`config.mk`:
```
export PLATFORM = sky130hd
export DESIGN_NAME = wb_arbiter
export DESIGN_NICKNAME = d
export VERILOG_FILES = /design/src/rtl/wb_arbiter.sv
export SDC_FILE = /design/constraint.sdc
export NUM_CORES = 1
export LEC_CHECK = 0
export BUFFER_PORTS_ARGS = -buffer_cell sky130_fd_sc_hd__buf_4
export CAP_MARGIN = 20
export CORE_ASPECT_RATIO = 1.1
export CORE_MARGIN = 4
export CORE_UTILIZATION = 45
export DETAILED_ROUTE_END_ITERATION = 12
export GPL_TIMING_DRIVEN = 0
export HOLD_SLACK_MARGIN = 0.02
export PLACE_DENSITY_LB_ADDON = 0.12
export REMOVE_ABC_BUFFERS = 1
export SYNTH_ARGS = -nofsm -noshare
export SYNTH_HDL_FRONTEND = slang
export SYNTH_SLANG_ARGS = --single-unit
```
`constraint.sdc`:
```
create_clock -name clk_i -period 2.4 [get_ports clk_i]
set_input_delay 0.36 -clock clk_i [delete_from_list [all_inputs] [get_ports clk_i]]
set_output_delay 0.36 -clock clk_i [all_outputs]
set_load 0.02 [all_outputs]
```
`src/rtl/wb_arbiter.sv`:
```
// Write-back arbiter: merges ALU and LSU results onto a single register-file
// write port with round-robin conflict resolution, and keeps a scoreboard of
// registers that have an issued but not yet written result.
module wb_arbiter #(
   parameter int XLEN = 32
) (
   input  logic            clk_i,
   input  logic            rstn_i,
   // ALU result source
   input  logic            alu_valid_i,
   output logic            alu_ready_o,
   input  logic [4:0]      alu_rd_i,
   input  logic [XLEN-1:0] alu_data_i,
   // LSU result source
   input  logic            lsu_valid_i,
   output logic            lsu_ready_o,
   input  logic [4:0]      lsu_rd_i,
   input  logic [XLEN-1:0] lsu_data_i,
   // issue side: marks a destination as pending
   input  logic            iss_valid_i,
   input  logic [4:0]      iss_rd_i,
   // register file write port
   output logic            we_o,
   output logic [4:0]      waddr_o,
   output logic [XLEN-1:0] wdata_o,
   // scoreboard
   output logic [31:0]     pending_o
);

   localparam int STAGES = 1;
   localparam int NREGS  = 32;

   typedef struct packed {
      logic [4:0]      rd;
      logic [XLEN-1:0] data;
   } wb_req_t;

   // which source won the most recent conflict
   typedef enum logic {
      GNT_ALU = 1'b0,
      GNT_LSU = 1'b1
   } gnt_e;

   gnt_e             last_grant;
   wb_req_t          alu_req;
   wb_req_t          lsu_req;
   wb_req_t          sel_req;
   logic             grant_lsu;
   logic             conflict;
   logic             xfer;
   logic [STAGES:0]  vld_pipe;
   logic [NREGS-1:1] pending_q;
   logic [NREGS-1:1] set_vec;
   logic [NREGS-1:1] clr_vec;

   assign alu_req = '{rd: alu_rd_i, data: alu_data_i};
   assign lsu_req = '{rd: lsu_rd_i, data: lsu_data_i};

   // Grant: a lone valid source wins outright; on conflict the source that
   // lost the previous conflict wins. Ready is purely combinational.
   always_comb begin
      conflict    = alu_valid_i & lsu_valid_i;
      grant_lsu   = lsu_valid_i & (~alu_valid_i | (last_grant == GNT_ALU));
      alu_ready_o = alu_valid_i & ~grant_lsu;
      lsu_ready_o = grant_lsu;
      xfer        = alu_ready_o | lsu_ready_o;
      sel_req     = grant_lsu ? lsu_req : alu_req;
      // x0 results complete the handshake but never reach the write port
      vld_pipe[0] = xfer & (sel_req.rd != 5'd0);
   end

   // Round-robin pointer only moves on conflict cycles, so a run of lone
   // grants from one source does not cost the other source its turn.
   always_ff @(posedge clk_i or negedge rstn_i) begin
      if (!rstn_i)
         last_grant <= GNT_ALU;
      else if (conflict)
         last_grant <= grant_lsu ? GNT_LSU : GNT_ALU;
   end

   // Registered write port; address/data hold when nothing is written so
   // the port does not toggle needlessly.
   always_ff @(posedge clk_i or negedge rstn_i) begin
      if (!rstn_i) begin
         vld_pipe[STAGES:1] <= '0;
         waddr_o            <= '0;
         wdata_o            <= '0;
      end else begin
         vld_pipe[STAGES:1] <= vld_pipe[STAGES-1:0];
         if (vld_pipe[0]) begin
            waddr_o <= sel_req.rd;
            wdata_o <= sel_req.data;
         end
      end
   end

   assign we_o = vld_pipe[STAGES];

   // Per-register set/clear decode; x0 is never tracked.
   always_comb begin
      set_vec = '0;
      clr_vec = '0;
      for (int i = 1; i < NREGS; i++) begin
         set_vec[i] = iss_valid_i && (iss_rd_i == 5'(i));
         clr_vec[i] = we_o && (waddr_o == 5'(i));
      end
   end

   // Scoreboard: a new issue to the same register beats the write that
   // retires the older result, so the younger producer stays visible.
   always_ff @(posedge clk_i or negedge rstn_i) begin
      if (!rstn_i)
         pending_q <= '0;
      else
         pending_q <= (pending_q & ~clr_vec) | set_vec;
   end

   assign pending_o = {pending_q, 1'b0};

endmodule

```
==> impl_results.md, run 1 <==
* DRC viols at 0
* Seq/Total Area, Yosys at 0.5368
* Pre-CTS setup slack at -0.7557 ns
* Final hold violations at 0
* Seq pwr share at 0.358
* Via count at 3064
* Synthesis Warnings at 0
* Xor/xnor share of the synthesized area at 0.002684
* TNS Setup at 0 ns
* Starting Density at 0.4631
* Detailed placement HPWL at 6.976 mm
* Peak VDD IR at 746.9 uV
* HP Class: in2async
* Synth unique cells at 31
* Critical Path Fanout Max at 35
* Grt ovf at 0
* Critical path launch point type: flop
* Tot GR Track Use at 0.2213
* Worst path slowest cell: a21bo_2
* Compound-Gate Fraction of Synth Area at 0.1185
* Slew headroom at 0.4309
* Antenna cells at 0
* Reg clk slew, reported paths at 0.07 ns
* Layout cells sized above 1 at 0.3725
* Final setup vio count at 0
* Leak at 0.002368 uW
* Nets at 581
* Clk_lat worst skew at roughly 0.33 ns
* Main combinational cell family by area after synthesis: simple AND/OR/NAND/NOR gates
* Top-area cell type share of the netlist area at 0.5368
* Clock root cell: clkbuf_8
* GPL Wtd Cong at 0.8313
* NetSw at 1835 uW
* WP data arrival at 1.86 ns
* Initial drt markers at 96
* Synth Flop Type: dfrtp_1
* Final min period at 2.223 ns
* I/O Buffers at 154
* Placed cell count at between 500 and 600
* Final worst setup slack at 0.1775 ns
* First-pass GRT wire length at 14.97 mm
* Clk_skew at 0.005025 ns
* Row count at 32
* DIE HEIGHT at 97.31 um
* Comb pwr share at 0.396
* Max-Cap Viols at 0
* Mux contribution to synthesized area at 0.1384
* Clk buf depth at 2
* Antenna-violating nets left at 0
* Vias in the first global route at just over 3k
* Largest cells by area after synthesis: dfrtp_1 54%, nand2_1 12%, o21ai_0 10%, mux2_1 9.7%, mux2_2 2.1%
* Io pins at 156
* Slowest stage delay, CP at 0.42 ns
* Worst path required time at 2.04 ns
* Crit. End Element: primary output
* Syn Inst Count at 338
* Most numerous cell in the Yosys netlist: nand2_1
* Area growth, synth to finish at 48.20%
* Async SR Flop Fraction at 1.000
* Synth top cells by count: 108 x nand2_1, 70 x dfrtp_1, 66 x o21ai_0, 28 x mux2_1, 8 x nand3_1
* Crit path kind: reg2out
* TritonCTS Buffers at 9
* Flop-to-flop setup slack at 0.19 ns
* Area of the die at 0.008679 sq mm
* Clock sink count at 70
* Antenna violations before repair at 0
* PD cells at 1061 mW/mm^2
* Routed len/inst at 16.37 um
* Status: finished clean
* Vias per cell at about 5.2
* Die Wd at a little under 90 um
* Final wirelength at slightly below 10 mm
* Clock share of power at 0.245
* Worst path cell trace: a21bo_2 > buf_16 > clkinv_4 > buf_4
* Final Max Tran Viols at 0
* Cell taking the most area after synthesis: dfrtp_1
* Net Sw Frac at 0.3578
* Post-Syn Area at 0.003263 sq mm
* Drt pass-1 iters at 5
* Adder-Cell Fraction of Synth Area at 0
* TritonCTS clock tree: yes
* P_int at 3294 uW
* Period utilization at 0.9261
* Unrepaired setup endpoints after global routing: no
* H-tree levels at 3
* Largest net degree at the start of global routing at 71
* Post-Layout Cell Count at 587
* Post-Synth Simple-Gate Area at 0.1768
* Yosys reg bits at 70
* Post-synth EDFFs at 0
* Core footprint at 0.007047 sq mm
* FMAX at 449.9 MHz
* Synth Area per Inst at slightly below 10 sq um
* Worst-margin pin slew at 0.8537 ns
[critical path, delay by kind of cell, from the launching register on]
family | cells | cell delay [ns]
AOI/OAI and AO/OA | 1 | 0.42
buffers and inverters | 3 | 0.73
DFF | 1 | 0.37
[worst paths after layout]
| check | startpoint | end | depth (start not counted) |
|---|---|---|---|
| min in group clk_i | lsu_valid_i | last_grant | 3 |
| max in group asynchronous | rstn_i | wdata_o[2] | 1 |
| max reg2reg | last_grant | wdata_o[3] | 6 |
| max | last_grant | lsu_ready_o | 4 |
| min reg2reg | last_grant | last_grant | 1 |
| min | rstn_i | wdata_o[10] | 1 |
[area by class of cell]
cell class	instances	area, sq um
multi-input combinational	254	1453
clock buffer	10	137.6
clock inverter	6	132.6
fill	566	2211
sequential	70	1752
inverter	3	16.27
timing repair buffer	159	1239
tap	85	106.4
[stage by stage]
| stage | util | total power [uW] | hold slack [ns] | area (sq um) |
|---|---|---|---|---|
| 6_report | 0.6863 | 5130 | 0.1332 | 4836 |
| 5_1_grt | 0.6863 | 5422 | 0.1987 | 4836 |
| 4_1_cts | 0.6850 | 5166 | 0.1614 | 4827 |
| 3_5_place_dp | 0.6358 | 3876 | 0.4710 | 4481 |
| 3_3_place_gp | 0.6319 | 3806 | 0.4635 | 4453 |
| 2_1_floorplan | - | 2834 | 0.06441 | 3191 |
[cell usage in the layout, fill, tap and decap left out]
master	count
o31ai_1	1
or2_0	2
bufinv_16	4
buf_16	1
nor2b_1	6
mux2i_1	4
inv_1	2
o21ai_0	66
nand2b_1	3
o22ai_1	1
dfrtp_1	70
nor2_1	3
a21oi_4	2
clkbuf_8	10
nand2_1	108
clkinvlp_4	1
nand4_1	2
mux2_4	1
mux2_1	28
xnor2_1	1
o2111ai_1	1
clkinv_2	1
o211ai_1	1
and2_1	1
nand3_1	8
clkinv_4	1
a21bo_2	1
mux2_2	6
nor4_1	2
buf_12	2
nor3_1	4
buf_4	156
mux2i_4	1
conb_1	1
[sequential cells by signal, summed over array words and instances (netlist names)]
name,count
waddr_o,5
last_grant,1
we_o,1
pending_q,31
wdata_o,32
[per-layer routing]
layer  routed length, um  global-route usage  up-vias
li1                    -                   -     1465
met5                   0                   0        -
met4                 178             0.07675        0
met3                 894             0.05852       14
met2                4869              0.3721      134
met1                3668              0.2690     1451
[power by group through the flow]
stage                     registers [uW]  clock network [uW]  logic (uW)
final                               1840                1260        2030
after global placement              1830                   0        1980
after CTS                           1840                1280        2050
after detailed placement            1840                   0        2030
after floorplan                     2310                   0         522
after global routing                1890                1330        2200
[cell families (layout without fill, tap and decap cells)]
| logic type | after synthesis | in the layout |
|---|---|---|
| mux | 40 | 40 |
| simple gates | 139 | 139 |
| xor+xnor | 1 | 1 |
| other cells | 1 | 1 |
| flops | 70 | 70 |
| buf+inv | 15 | 178 |
| compound gates | 72 | 73 |
[repair_timing]
action                                  4_1_cts  5_1_grt
endpoints found under the setup margin       38       17
pin swaps                                     2        0
gates resized for setup                       4        1
setup buffers                                 4        0
cloned                                        1        0
hold buffers                                  0        0
Note: power is estimated with default switching activity, not from simulation.
==> run 2: changes to the inputs <==
--- a/config.mk
+++ b/config.mk
@@ -11,8 +11,9 @@
 export CORE_MARGIN = 4
 export CORE_UTILIZATION = 45
 export DETAILED_ROUTE_END_ITERATION = 12
-export GPL_TIMING_DRIVEN = 0
+export GPL_ROUTABILITY_DRIVEN = 0
 export HOLD_SLACK_MARGIN = 0.02
+export MAX_ROUTING_LAYER = met4
 export PLACE_DENSITY_LB_ADDON = 0.12
 export REMOVE_ABC_BUFFERS = 1
 export SYNTH_ARGS = -nofsm -noshare
==> impl_results.md, run 2 (synthesized netlist as in run 1, its figures left out) <==
* Period utilization at 0.8418 (-0.08428)
* DRC viols at 0 (unchanged)
* Starting Density at 0.4631 (unchanged)
* DIE HEIGHT at 97.31 um (unchanged)
* Clock root cell: clkbuf_8
* Status: finished clean
* Max-Cap Viols at 0 (unchanged)
* Worst-margin pin slew at 0.8729 ns (+0.01914 ns)
* Most frequent cells in the layout: 158 x buf_4, 108 x nand2_1, 70 x dfrtp_1
* H-tree levels at 3 (unchanged)
* Reg clk slew, reported paths at 0.07 ns (about the same)
* Commonest non-fill, non-tap cell in the layout: buf_4
* Clk_skew at 0.01075 ns (+0.005720 ns)
* Via count at 3035 (-0.95%)
* Tot GR Track Use at 0.2231 (+0.001851)
* Max reg flops at 32 (unchanged)
* PD cells at 1033 mW/mm^2 (-2.6%)
* Vias per cell at 5.179 (-0.78%)
* Layout cells sized above 1 at 0.3673 (-0.005244)
* TritonCTS clock tree: yes
* Nets at 580 (-0.17%)
* Hold Buf Count CTS at 0 (unchanged)
* Total power at 4881 uW (-4.9%)
* Setup repair bufs after CTS at 0 (-4)
* Antenna-violating nets left at 0 (unchanged)
* Flop-to-flop setup slack at 0.44 ns (+0.25 ns)
* Critical path launch point type: flop
* Largest net degree at the start of global routing at 71 (unchanged)
* Vias in the first global route at 2934 (-4.6%)
* WP data arrival at 1.66 ns (-0.20 ns)
* Antenna cells at 0 (unchanged)
* First-pass GRT wire length at 14.55 mm (-2.8%)
* Detailed placement HPWL at 7.103 mm (+1.8%)
* Worst path required time at 2.04 ns (about the same)
* Critical Path Fanout Max at 33 (-5.7%)
* Final setup vio count at 0 (unchanged)
* FMAX at 495.0 MHz (+10%)
* Grt ovf at 0 (unchanged)
* Final wirelength at 9.371 mm (-2.5%)
* Initial drt markers at 132 (+38%)
* Io pins at 156 (unchanged)
* Clock sink count at 70 (unchanged)
* Min Hold Slack at 0.1209 ns (-0.01226 ns)
* TritonCTS Buffers at 9 (unchanged)
* Biggest regs: wdata_o x32, pending_q x31, waddr_o x5
* Core footprint at 0.007047 sq mm (unchanged)
* Antenna violations before repair at 0 (unchanged)
* HP Class: in2async
* Area of the die at 0.008679 sq mm (unchanged)
* Slew headroom at 0.4181 (-0.01276)
* Unrepaired setup endpoints after global routing: no
* Final hold violations at 0 (unchanged)
* Clk_lat worst skew at 0.34 ns (about the same)
* Peak VDD IR at 717.5 uV (-3.9%)
* Die Wd at 89.19 um (unchanged)
* Biggest register: wdata_o
* Clk buf depth at 2 (unchanged)
* Routed len/inst at 15.99 um (-2.3%)
* Row count at 32 (unchanged)
* Area growth, synth to finish at 44.79%
* Crit path kind: reg2out
* Drt pass-1 iters at 4 (-1)
* Leak at 0.002324 uW (-1.9%)
* I/O Buffers at 154 (unchanged)
* Crit. End Element: primary output
* Final Max Tran Viols at 0 (unchanged)
* Final min period at 2.020 ns (-0.2023 ns)
* Post_cts resized at 0 (-4)
run 2: layout make-up:
class                   instances  area (sq um)
fillers                       583          2322
flip-flops and latches         70          1752
multi-input cells             253          1428
repair buffers                159          1206
clock buffers                   9         123.9
well taps                      85         106.4
clock inverters                 7         97.59
inverters                       3         11.26
run 2: layer usage:
| metal | global-route usage | up-vias | wire length, um |
|---|---|---|---|
| met5 | - | - | 0 |
| met4 | 0.07560 | 0 | 128 |
| met3 | 0.04495 | 13 | 859 |
| met2 | 0.3602 | 132 | 4667 |
| met1 | 0.2768 | 1422 | 3716 |
| li1 | - | 1468 | - |
run 2: through the flow:
step | setup WS, ns | cell area (sq um) | TNS, ns | instances | utilization
4_1_cts | 0.3605 | 4725 | 0 | 586 | 0.6705
2_1_floorplan | -0.4567 | 3191 | -14.22 | 326 | -
5_1_grt | 0.2845 | 4725 | 0 | 586 | 0.6705
6_report | 0.3797 | 4725 | 0 | 586 | 0.6705
3_5_place_dp | 0.3020 | 4503 | 0 | 570 | 0.6390
3_3_place_gp | 0.3750 | 4503 | 0 | 570 | 0.6390
run 2: path summary, 6_finish.rpt:
kind / from / endpoint / depth (start not counted)
setup / recovery: last_grant / lsu_ready_o / 4
hold / removal: rstn_i / wdata_o[4] / 1
setup reg to reg: last_grant / wdata_o[18] / 5
hold reg to reg: wdata_o[16] / wdata_o[16] / 1
max in group asynchronous: rstn_i / pending_q[2] / 1
min in group clk_i: alu_valid_i / last_grant / 3
run 2: worst max-delay path, stage by stage (launching register included):
cell and delay (ns):
dfrtp_1 0.40, a21bo_1 0.27, clkinv_1 0.11, buf_4 0.32, buf_4 0.21
run 2: report_power, final:
group	switching [uW]	total [uW]	internal, uW
Sequential	248	1840	1590
Combinational	1130	2000	866
Clock	457	1050	588
Total	1840	4880	3040
